`src/rtl/mc_scoreboard_pkg.sv`:
```
// Shared types and constants for the multi-cycle scoreboard and the hazard unit.
// Register address width tracks REG_SIZE so both ends of the regWrite/writeReg path agree.
package mc_scoreboard_pkg;

    localparam int REG_SIZE = 5;
    localparam int SB_DEPTH = 4;
    localparam int SB_LAT_W = 4;

    typedef struct packed {
        logic                valid;
        logic [REG_SIZE-1:0] rd;
        logic [SB_LAT_W-1:0] cnt;
    } sb_entry_t;

    localparam logic [1:0] FORWARD_NONE = 2'b00;
    localparam logic [1:0] FORWARD_WB   = 2'b01;
    localparam logic [1:0] FORWARD_MEM  = 2'b10;

endpackage

```
`src/rtl/mc_scoreboard_sb_prio_enc.sv`:
```
// Lowest-index priority encoder; o_idx is 0 when nothing is requested.
module sb_prio_enc #(
    parameter int N     = 4,
    parameter int IDX_W = (N > 1) ? $clog2(N) : 1
) (
    input  logic [N-1:0]     i_req,
    output logic             o_found,
    output logic [IDX_W-1:0] o_idx
);

    always_comb begin
        o_found = |i_req;
        o_idx   = '0;
        for (int i = N - 1; i >= 0; i--) begin
            if (i_req[i]) o_idx = IDX_W'(i);
        end
    end

endmodule

```
`src/rtl/mc_scoreboard.sv`:
```
// Pending-write scoreboard for mul/div: tracks in-flight destinations, stalls decode, emits W-stage writes.
// Define SB_EARLY_RELEASE_EN to drop stallD for the entry being written back in its wb cycle.
module mc_scoreboard
    import mc_scoreboard_pkg::*;
#(
    parameter int REG_ADDR_W = REG_SIZE,
    parameter int DEPTH      = SB_DEPTH,
    parameter int LAT_W      = SB_LAT_W
) (
    input  logic                  clk,
    input  logic                  reset,
    input  logic                  issue_valid,
    input  logic [REG_ADDR_W-1:0] issue_rd,
    input  logic [LAT_W-1:0]      issue_lat,
    output logic                  issue_ready,
    input  logic [REG_ADDR_W-1:0] raddr1D,
    input  logic [REG_ADDR_W-1:0] raddr2D,
    output logic                  stallD,
    output logic                  wb_valid,
    output logic [REG_ADDR_W-1:0] wb_rd,
    output logic                  busy
);

    localparam int IDX_W = (DEPTH > 1) ? $clog2(DEPTH) : 1;

    typedef struct packed {
        logic                  valid;
        logic [REG_ADDR_W-1:0] rd;
        logic [LAT_W-1:0]      cnt;
    } entry_t;

    entry_t r_ent [DEPTH];

    logic [DEPTH-1:0] w_free, w_expired, w_waw, w_hit1, w_hit2, w_grant_oh, w_stall_mask;
    logic             w_free_found, w_grant_found, w_accept;
    logic [IDX_W-1:0] w_free_idx, w_grant_idx;
    logic [LAT_W-1:0] w_init_cnt;

    sb_prio_enc #(.N(DEPTH), .IDX_W(IDX_W)) u_free_sel (
        .i_req   (w_free),
        .o_found (w_free_found),
        .o_idx   (w_free_idx)
    );

    sb_prio_enc #(.N(DEPTH), .IDX_W(IDX_W)) u_wb_grant (
        .i_req   (w_expired),
        .o_found (w_grant_found),
        .o_idx   (w_grant_idx)
    );

    always_comb begin
        w_free     = '0;
        w_expired  = '0;
        w_waw      = '0;
        w_hit1     = '0;
        w_hit2     = '0;
        w_grant_oh = '0;
        for (int i = 0; i < DEPTH; i++) begin
            w_free[i]     = !r_ent[i].valid;
            w_expired[i]  = r_ent[i].valid && (r_ent[i].cnt == '0);
            w_waw[i]      = r_ent[i].valid && (r_ent[i].rd == issue_rd);
            w_hit1[i]     = r_ent[i].valid && (r_ent[i].rd == raddr1D);
            w_hit2[i]     = r_ent[i].valid && (r_ent[i].rd == raddr2D);
            w_grant_oh[i] = w_grant_found && (w_grant_idx == IDX_W'(i));
        end
    end

`ifdef SB_EARLY_RELEASE_EN
    assign w_stall_mask = ~w_grant_oh;
`else
    assign w_stall_mask = '1;
`endif

    // A granted entry is still valid this cycle, so it never counts as free: no same-cycle reuse.
    assign issue_ready = w_free_found && !((issue_rd != '0) && (|w_waw));
    assign w_accept    = issue_valid && issue_ready && (issue_rd != '0);
    assign w_init_cnt  = (issue_lat == '0) ? '0 : issue_lat - 1'b1;

    assign stallD   = ((raddr1D != '0) && (|(w_hit1 & w_stall_mask))) ||
                      ((raddr2D != '0) && (|(w_hit2 & w_stall_mask)));
    assign busy     = |(~w_free);
    // Entries discarded by reset must not leak a writeback in the reset cycle.
    assign wb_valid = w_grant_found && !reset;
    assign wb_rd    = wb_valid ? r_ent[w_grant_idx].rd : '0;

    always_ff @(posedge clk) begin
        if (reset) begin
            for (int i = 0; i < DEPTH; i++) r_ent[i] <= '0;
        end else begin
            for (int i = 0; i < DEPTH; i++) begin
                if (w_grant_oh[i]) begin
                    r_ent[i] <= '0;
                end else if (w_accept && (w_free_idx == IDX_W'(i))) begin
                    r_ent[i].valid <= 1'b1;
                    r_ent[i].rd    <= issue_rd;
                    r_ent[i].cnt   <= w_init_cnt;
                end else if (r_ent[i].valid && (r_ent[i].cnt != '0)) begin
                    r_ent[i].cnt <= r_ent[i].cnt - 1'b1;
                end
            end
        end
    end

endmodule

```
`config.mk`:
```
export PLATFORM = sky130hd
export DESIGN_NAME = mc_scoreboard
export DESIGN_NICKNAME = d
export VERILOG_FILES = /design/src/rtl/mc_scoreboard_pkg.sv /design/src/rtl/mc_scoreboard_sb_prio_enc.sv /design/src/rtl/mc_scoreboard.sv
export SDC_FILE = /design/constraint.sdc
export NUM_CORES = 1
export LEC_CHECK = 0
export ABC_AREA = 1
export CAP_MARGIN = 10
export CORE_MARGIN = 2
export CORE_UTILIZATION = 55
export CTS_CLUSTER_DIAMETER = 80
export DETAILED_ROUTE_END_ITERATION = 16
export GPL_TIMING_DRIVEN = 1
export PLACE_DENSITY = 0.89
export SLEW_MARGIN = 20
export SYNTH_ARGS = -nofsm -noshare
export SYNTH_HDL_FRONTEND = slang
export SYNTH_HIERARCHICAL = 1
export SYNTH_SLANG_ARGS = --single-unit
```
`constraint.sdc`:
```
create_clock -name clk -period 4.2 [get_ports clk]
set_clock_uncertainty 0.2 [all_clocks]
set_input_delay 0.63 -clock clk [delete_from_list [all_inputs] [get_ports clk]]
set_output_delay 0.63 -clock clk [all_outputs]
set_load 0.03 [all_outputs]
```
After elaboration in Yosys (flattened, before gate mapping)
Memories as Yosys holds them, arrays and structs flattened.
Index checks and enable logic that the tools add are counted.
{"block": "totals", "inputBits": 22, "romBits": 0, "ff_bits": 0, "mem_bits_rw": 40, "latchBits": 0, "out_inout_bits": 9, "mem_count": 1}
{"memory": "r_ent", "depth": 4, "word_bits": 10, "rd": 5, "rd_ports_with_merged_regs": 0, "wr": 4, "line_no": "mc_scoreboard.sv:32", "source": "entry_t r_ent [DEPTH];"}
{"block": "op_classes", "magnitude_cmp": 0, "eq_ne": 18, "mul": 0, "reduce_logical": 62, "n_shift": 0, "add_sub_neg": 5, "n_div": 0, "n_mux": 80, "bitwise": 21}
{"operator": "== test 5 bit", "count": 12}
{"operator": "two-way mux 1 bit", "count": 54}
{"operator": "two-way mux 10 bit", "count": 4}
{"operator": "two-way mux 4 bit", "count": 9}
{"operator": "logical AND 1 bit", "count": 35}
{"operator": "two-way mux 5 bit", "count": 5}
{"operator": "OR reduction 4 bit", "count": 6}
{"operator": "logical NOT 4 bit", "count": 5}
{"operator": "bitwise OR 1 bit", "count": 20}
{"operator": "subtractor 4 x 1 -> 4 bit (second input constant)", "count": 5}
{"operator": "two-way mux 2 bit", "count": 8}
{"operator": "nonzero test 4 bit", "count": 4}
{"operator": "nonzero test 5 bit", "count": 3}
{"operator": "== test 2 bit (second input constant)", "count": 4}
{"operator": "logical NOT 1 bit", "count": 6}
{"operator": "== test 2 x 1 -> 1 bit (second input constant)", "count": 2}
{"operator": "logical NOT 2 bit", "count": 2}
{"operator": "inverter 4 bit", "count": 1}
{"operator": "logical OR 1 bit", "count": 1}

Depth between registers and ports, before layout
Gate-level depths: netlist of the first run.
An unclocked memory read counts as a cell.
{"block": "logic_depth", "ltp_word": 16, "depth_mapped": 14}

Cells and area by module
The synthesis of the first run kept the hierarchy.
{"mod": "mc_scoreboard", "area_per_inst_um2": 3200.6, "seq_area_each_um2": 1201.2, "cells_each": 440, "instances": 1}
{"mod": "sb_prio_enc", "area_per_inst_um2": 46.3, "seq_area_each_um2": 0.0, "cells_each": 9, "instances": 2}

Least setup slack after synthesis of the first run
Ideal clock, no wire load.
{"block": "synth_path", "path_type": "reg-to-output", "from": "memory r_ent[3][0] (netlist name)", "to": "output wb_rd[0]", "arrival_ns": 2.154, "stages_incl_launch_ff": 11, "required_time_ns": 3.370, "n_path_buf": 0, "setup_slack_ns": 1.216, "cell_sequence": "edfxtp_1 > inv_1 > ha_1 > nand3_1 > nor2_1 > inv_1 > nand4_1 > inv_1 > nor2_1 > inv_1 > nor2_1"}
{"item": "from (decl)", "line_no": "mc_scoreboard.sv:32"}
{"item": "to (decl)", "line_no": "mc_scoreboard.sv:20", "source": "output logic [REG_ADDR_W-1:0] wb_rd,"}

==> results.toml, run 1 <==
[sta]
hold_viol = 0
fin_tns_setup_ps = 0
fin_crit_sh_pct = 91.7
slew_viol_final = 0
fin_crit_ps = 3850
worst_slew_pin_slew_ps = 562
setup_ws_ps = 351
clock.fmax_ghz = 0.260
relSlewSlack_pct = 62.5
finalSetupViolations = 0
rsz0062_at_grt = "no"

[worst_hold_path]
hold_path_class = "flop to flop"
hp-start = "r_ent[2][0]"

[placement]
place.gp.congestion = 1.06
post-place-ws_ps = 459
port_buffers = 30
place_hpwl_um = 7690

[global_route]
antenna_found_initial = 0
grt_max_degree = 14
grt_pass1_wl_um = 15100
grt_pass1_vias = 3120
overflow = 0
grt_use_total_pct = 30.8

[die]
fp-row-count = 28
die_w_um = 81.4
start_util_pct = 56.3
die_y_um = 81.4
die-area_mm2 = 0.00662
core_mm2 = 0.00585
design.portCount = 31

[cts]
clk_pin_slew_ps = 80
post_cts_resize_count = 0
ctsLongestPathBuffers = 2
holdBufCountCts = 0
ctsHtreeMaxLevel = 2
cts-root-buf = "clkbuf_8"
clock_latency_ps = 300
numCtsBuffers = 5
cts.sinks = 40
post-cts-setup-buffers = 0
cts_tree = "done"

[cells_and_area]
synthToLayoutAreaGrowth_pct = 13.9
top_regs = "r_ent x40"
drive_gt1_share_pct = 8.52
nets = 518
regMostFlops = "r_ent"
largest_reg_flops = 40
n_antenna_cell = 0

[yosys]
netlist_area_mm2 = 0.00329
yosys_warnings = 6
async_reset_ff_share_pct = 0
yosys.area_share.adder_pct = 1.52
synthFlopType = "edfxtp_1"
yosysTopAreaCell = "edfxtp_1"
synthTopCellsByArea = "edfxtp_1 36%, nand2_1 12%, inv_1 8.4%"
ys_ff_latch = 40
synthMuxAreaShare_pct = 0
syn_inst = 458
synth_xor_area_share_pct = 3.72
yosysMostFrequentCell = "nand2_1"
ys_seq_area_share_pct = 36.5
synth_top_family_by_area = "simple AND/OR/NAND/NOR gates"
synth_nets = 484
ys_types = 31
synth_top_area_share_pct = 36.5
yosys.area_share.simple_pct = 36.6
ys_top_cells_by_count = "102 x nand2_1, 74 x inv_1, 58 x nor2_1"
synth_edf_count = 40
synth_compound_area_share_pct = 11.4
avgSynthCellArea_um2 = 7.19

[detailed_routing]
drcViolationCount = 0
wl_per_cell_um = 17.4
antenna_left = 0
via_count = 3407
drtIter0Drc = 287
first_pass_iters = 7
vias_per_cell = 6.00
routed_wl_um = 9860

[worst_setup_path]
arrival_ps = 3020
setup.worst_path.start_class = "flop"
path_class = "flop to primary output"
crit_fanout = 6
timing.rr.start = "r_ent[3][0]"
endpoint_kind = "primary output"
cp.required_ps = 3370
cp-startpoint = "r_ent[3][0]"

[pwr]
switching_share_pct = 42.1
power.leakage_nw = 1.72
pwr-share-seq_pct = 41.2
power_density_mw_per_mm2 = 402
p_switching_mw = 0.635
cell_internal_pwr_mw = 0.874
clockPowerShare_pct = 16.5
vdd_drop_max_mv = 0.316
combPwrFrac_pct = 42.2

[run]
max_cap_viol_count = 0

[status]
outcome = "finished clean"
-- critical path: stages, from the launching register on --
cell and delay [ps]:
edfxtp_1 360, inv_1 100, ha_1 190, nand3_1 120
nor2_1 160, nand2_1 90, a21oi_2 210, inv_1 100
nor2_1 390, a221oi_1 150, nor2_1 160, clkdlybuf4s50_1 690
-- power groups by stage --
stage	Clock (mW)	Sequential, mW	Combinational (mW)
6_report	0.249	0.622	0.637
5_1_grt	0.260	0.628	0.691
4_1_cts	0.249	0.617	0.622
3_5_place_dp	0	0.626	0.615
3_3_place_gp	0	0.628	0.606
2_1_floorplan	0	0.595	0.457
-- logic make-up after synthesis --
kind of cell	Yosys count
and+or+nand+nor	256
buffers and inverters	87
AOI/OAI and AO/OA	57
DFF	40
xor gates and xnor gates	14
adders and majority gates	4
-- cell type report --
| cell class | count | area (um^2) |
|---|---|---|
| Timing Repair Buffer | 30 | 300 |
| Fill cell | 520 | 2100 |
| Clock inverter | 3 | 13.8 |
| Inverter | 84 | 318 |
| Tap cell | 75 | 93.8 |
| Clock buffer | 5 | 68.8 |
| Sequential cell | 40 | 1200 |
| Multi-Input combinational cell | 331 | 1760 |
-- cells in the final DEF (no fill, tap or decap), types with 2 or more instances in the layout --
master,synthesis,layout
a211oi_1,2,2
nand2_2,2,2
nand2_4,4,4
clkdlybuf4s50_1,0,30
o21ai_0,8,8
a21oi_2,4,4
ha_1,4,4
o22ai_1,21,21
nor3_1,5,5
nor2_1,58,58
a21oi_1,9,9
nor3b_1,4,4
edfxtp_1,40,40
inv_2,9,9
nor2_2,6,6
nand3_1,52,52
clkbuf_8,0,5
a221oi_1,11,11
nand4_1,11,11
xnor2_1,4,4
xor2_1,10,10
nor2_4,5,5
clkinv_2,0,2
nand3b_1,3,3
nand3_2,2,2
inv_1,74,74
nand2_1,102,102
-- metrics by stage --
stage,utilization (%),instance area [um^2],hold slack [ps],cells,power (mW)
after global routing,64.1,3750,524,568,1.58
after global placement,62.7,3670,461,560,1.23
after CTS,64.1,3750,478,568,1.49
final,64.1,3750,477,568,1.51
after detailed placement,62.7,3670,464,560,1.24
after floorplan,-,3290,435,458,1.05
-- routing by layer --
metal	track usage (%)	vias up	part of all wire, %
met5	0	-	0
met2	54.2	228	48
met3	4.11	40	8.4
met4	17.8	0	4.7
met1	35.5	1537	38
li1	-	1602	-
-- path summary, 6_finish.rpt --
path	endpoint	slack, ps	depth (start not counted)
max reg2reg	r_ent[0][2]	1270	11
min reg2reg	r_ent[2][0]	480	3
min	r_ent[2][0]	480	3
max	wb_rd[2]	350	11
(Power assumes the default switching activity.)
==> run 2: changes to the inputs <==
CORE_UTILIZATION = 39   (was 55)
PLACE_DENSITY = 0.7   (was 0.89)
==> results.toml, run 2 (same netlist as run 1, synthesis figures left out) <==
[cells_and_area]
seqCellArea_mm2 = 0.00120
fillCellCount = 829
final_cells = 598
drive_gt1_share_pct = 8.52
multiInputGateArea_mm2 = 0.00176
n_antenna_cell = 0
regMostFlops = "r_ent"
final_util_pct = 46.4
largest_reg_flops = 40
nets = 518
layout_commonest_cell = "nand2_1"
final_cell_mix = "102 x nand2_1, 74 x inv_1, 58 x nor2_1"
top_regs = "r_ent x40"
synthToLayoutAreaGrowth_pct = 15.8

[cts]
post-cts-setup-buffers = 0
clock_latency_ps = 290
ctsHtreeMaxLevel = 2
clk_pin_slew_ps = 70
post_cts_resize_count = 0
holdBufCountCts = 0
cts.sinks = 40
numCtsBuffers = 5
ctsLongestPathBuffers = 2
cts-root-buf = "clkbuf_8"
cts_tree = "done"

[worst_hold_path]
hold_path_class = "flop to flop"
hp-start = "r_ent[2][0]"

[sta]
slew_viol_final = 0
worst_slew_pin_slew_ps = 524
rsz0062_at_grt = "no"
clock.fmax_ghz = 0.265
fin_tns_setup_ps = 0
finalSetupViolations = 0
fin_crit_sh_pct = 89.8
hold_viol = 0
relSlewSlack_pct = 65.0
fin_crit_ps = 3770

[die]
die-area_mm2 = 0.00919
design.portCount = 31
die_y_um = 95.9
start_util_pct = 40.1
fp-row-count = 33
die_w_um = 95.9
core_mm2 = 0.00822

[worst_setup_path]
timing.rr.start = "r_ent[3][0]"
cp-startpoint = "r_ent[3][0]"
cpPeakStageDelay_ps = 690
path_common_cell = "nor2_1"
crit_slowest_cell = "clkdlybuf4s50_1"
critPathBufInv = 3
setup.worst_path.start_class = "flop"
cp.required_ps = 3370
crit_family = "buffers and inverters"
arrival_ps = 2940
endpoint_kind = "primary output"
crit_chain = "inv_1 -> ha_1 -> nand3_1 -> nor2_1 -> nand2_1 -> a21oi_2 -> inv_1 -> nor2_1 -> a221oi_1 -> nor2_1 -> clkdlybuf4s50_1"
crit_fanout = 6
path_class = "flop to primary output"

[detailed_routing]
routed_wl_um = 9660
via_count = 3240
drtIter0Drc = 275
drcViolationCount = 0
vias_per_cell = 5.42
first_pass_iters = 5
antenna_left = 0
wl_per_cell_um = 16.2

[placement]
place.gp.congestion = 1.02
dp.cells = 590
port_buffers = 30
place_hpwl_um = 7620

[global_route]
overflow = 0
antenna_found_initial = 0
grt_pass1_vias = 3037
grt_use_total_pct = 22.0
grt_max_degree = 14
grt_pass1_wl_um = 15400

[pwr]
power.leakage_nw = 1.73
vdd_drop_max_mv = 0.249
power_density_mw_per_mm2 = 409
total_power_mw = 1.56

[run]
max_cap_viol_count = 0

[status]
outcome = "finished clean"
## run 2: layout make-up
| type | instances | share of cell area [%] |
|---|---|---|
| clock buffers | 6 | 1.90 |
| repair buffers | 30 | 7.87 |
| inverters | 84 | 8.33 |
| flip-flops and latches | 40 | 31.5 |
| clock inverters | 2 | 0.919 |
| well taps | 105 | 3.44 |
| multi-input cells | 331 | 46.0 |
## run 2: worst paths after layout
check	slack, ps	to	cells after the start
hold reg to reg	480	r_ent[2][0]	3
setup / recovery	430	wb_rd[0]	11
setup reg to reg	1390	r_ent[0][2]	11
hold / removal	480	r_ent[2][0]	3
## run 2: worst register-to-register path: cells and delay by family, from the launching register on
kind / cells / cell delay [ps]
buf+inv: 2 / 190
flops: 1 / 370
compound gates: 1 / 250
simple gates: 7 / 1300
fa+ha+maj: 1 / 190
## run 2: per-layer routing
metal,part of all wire [%],up-vias,global-route usage (%),wire [um]
li1,-,1603,-,-
met1,42,1472,28.6,4080
met2,47,143,37.4,4590
met3,7.8,22,3.29,758
met4,2.5,0,6.90,243
met5,0,-,0,0
## run 2: power by group
group / leakage (nW) / switching [mW] / internal, mW
combinational: 1.25 / 0.408 / 0.220
sequential: 0.425 / 0.0820 / 0.541
clock: 0.0552 / 0.132 / 0.176
## run 2: per-stage QoR
stage	instance area [um^2]	setup slack, ps	hold slack, ps
after floorplan	3290	1220	435
after global placement	3710	471	466
after detailed placement	3710	480	467
after CTS	3810	459	482
after global routing	3810	174	514
final	3810	429	476
==> RTL edit: new RTL, flow settings as in run 2 <==
`SB_DEPTH`: 4 -> 8.
--- a/src/rtl/mc_scoreboard_pkg.sv
+++ b/src/rtl/mc_scoreboard_pkg.sv
@@ -5,3 +5,3 @@
     localparam int REG_SIZE = 5;
-    localparam int SB_DEPTH = 4;
+    localparam int SB_DEPTH = 8;
     localparam int SB_LAT_W = 4;
Behaviour: not the same (Yosys sat finds a counterexample within 10 cycles, from zero or initial values).
==> RTL edit against run 2 <==
  * Cell area increased by 98%
  * Total power up 120%
  * Synthesized area increased by 100%
  * Register-to-register slack worse by 0.48 ns
  * Wire length is 110% higher
  * Setup slack lost 0.18 ns
  * Sequential cell count increased by 40
  * Critical path type unchanged
==> RTL edit: results (changes against run 2) <==
Repair and plain buffers -> 51 (was 30)
Setup slack, reg-to-reg -> 0.91 ns (was 1.39 ns)
Worst hold endpoint -> r_ent[3][0]$_SDFFCE_PN0P_ (was r_ent[2][0]$_SDFFCE_PN0P_)
Top Registers -> r_ent (80) (was r_ent (40))
Crit path max fanout -> 7 (was 6)
Status -> finished clean (unchanged)
Int Pwr -> 2.10 mW (was 0.937 mW)
Syn Area/Cell -> 7.47 µm² (was 7.19 µm²)
FF+latch area -> 2400 µm² (was 1200 µm²)
Root Buffer -> clkbuf_16 (was clkbuf_8)
Inverters -> 137 (was 84)
Multi-input gates -> 646 (was 331)
# fillers -> 1698 (was 829)
# resized after CTS -> 10 (was 0)
DP HPWL -> 15.1 mm (was 7.62 mm)
Worst Max-Slew Pin Slew -> 0.815 ns (was 0.524 ns)
Launch point of the worst path -> r_ent[7][0]$_SDFFCE_PP0P_ (was r_ent[3][0]$_DFFE_PP_)
RD Place Congestion -> 1.04 (was 1.02)
Proportion of cell area spent on the clock network -> 4.46% (was 2.82%)
# H-tree levels -> 3 (was 2)
Maximum number of pins on one net before global-route repair -> 20 (was 14)
Clock buffer count -> 10 (was 6)
Total global-route track usage -> 22.9% (was 22.0%)
Hold Startpoint -> r_ent[3][0]$_SDFFCE_PN0P_ (was r_ent[2][0]$_SDFFCE_PN0P_)
DR WL/cell -> 17.4 µm (was 16.2 µm)
Syn_nets -> 915 (was 484)
Critical R2R Capture -> r_ent[2][3]$_SDFFCE_PN0P_ (was r_ent[0][2]$_SDFFCE_PN0P_)
Vias per cell -> 5.42 (about the same)
Num sequential -> 80 (was 40)
Non-filler cells, final -> 1150 (was 598)
-- RTL edit: stage by stage --
stage | power, mW | utilization [%] | hold WS [ns] | cell area [µm²] | setup WS (ns)
2_1_floorplan | 2.15 | - | 0.434 | 6610 | 0.741
3_3_place_gp | 2.52 | 43.5 | 0.453 | 7220 | 0.338
3_5_place_dp | 2.54 | 43.5 | 0.465 | 7220 | 0.255
4_1_cts | 3.44 | 45.6 | 0.475 | 7560 | 0.205
5_1_grt | 3.66 | 45.5 | 0.517 | 7540 | 0.0288
6_report | 3.44 | 45.5 | 0.471 | 7540 | 0.254
-- RTL edit: kinds of logic (layout without fill, tap and decap cells) --
family / after synthesis / after routing
adders and majority gates: 8 / 8
AOI/OAI and AO/OA: 115 / 115
DFF: 80 / 80
and+or+nand+nor: 492 / 492
xor gates and xnor gates: 31 / 31
buffers and inverters: 159 / 204
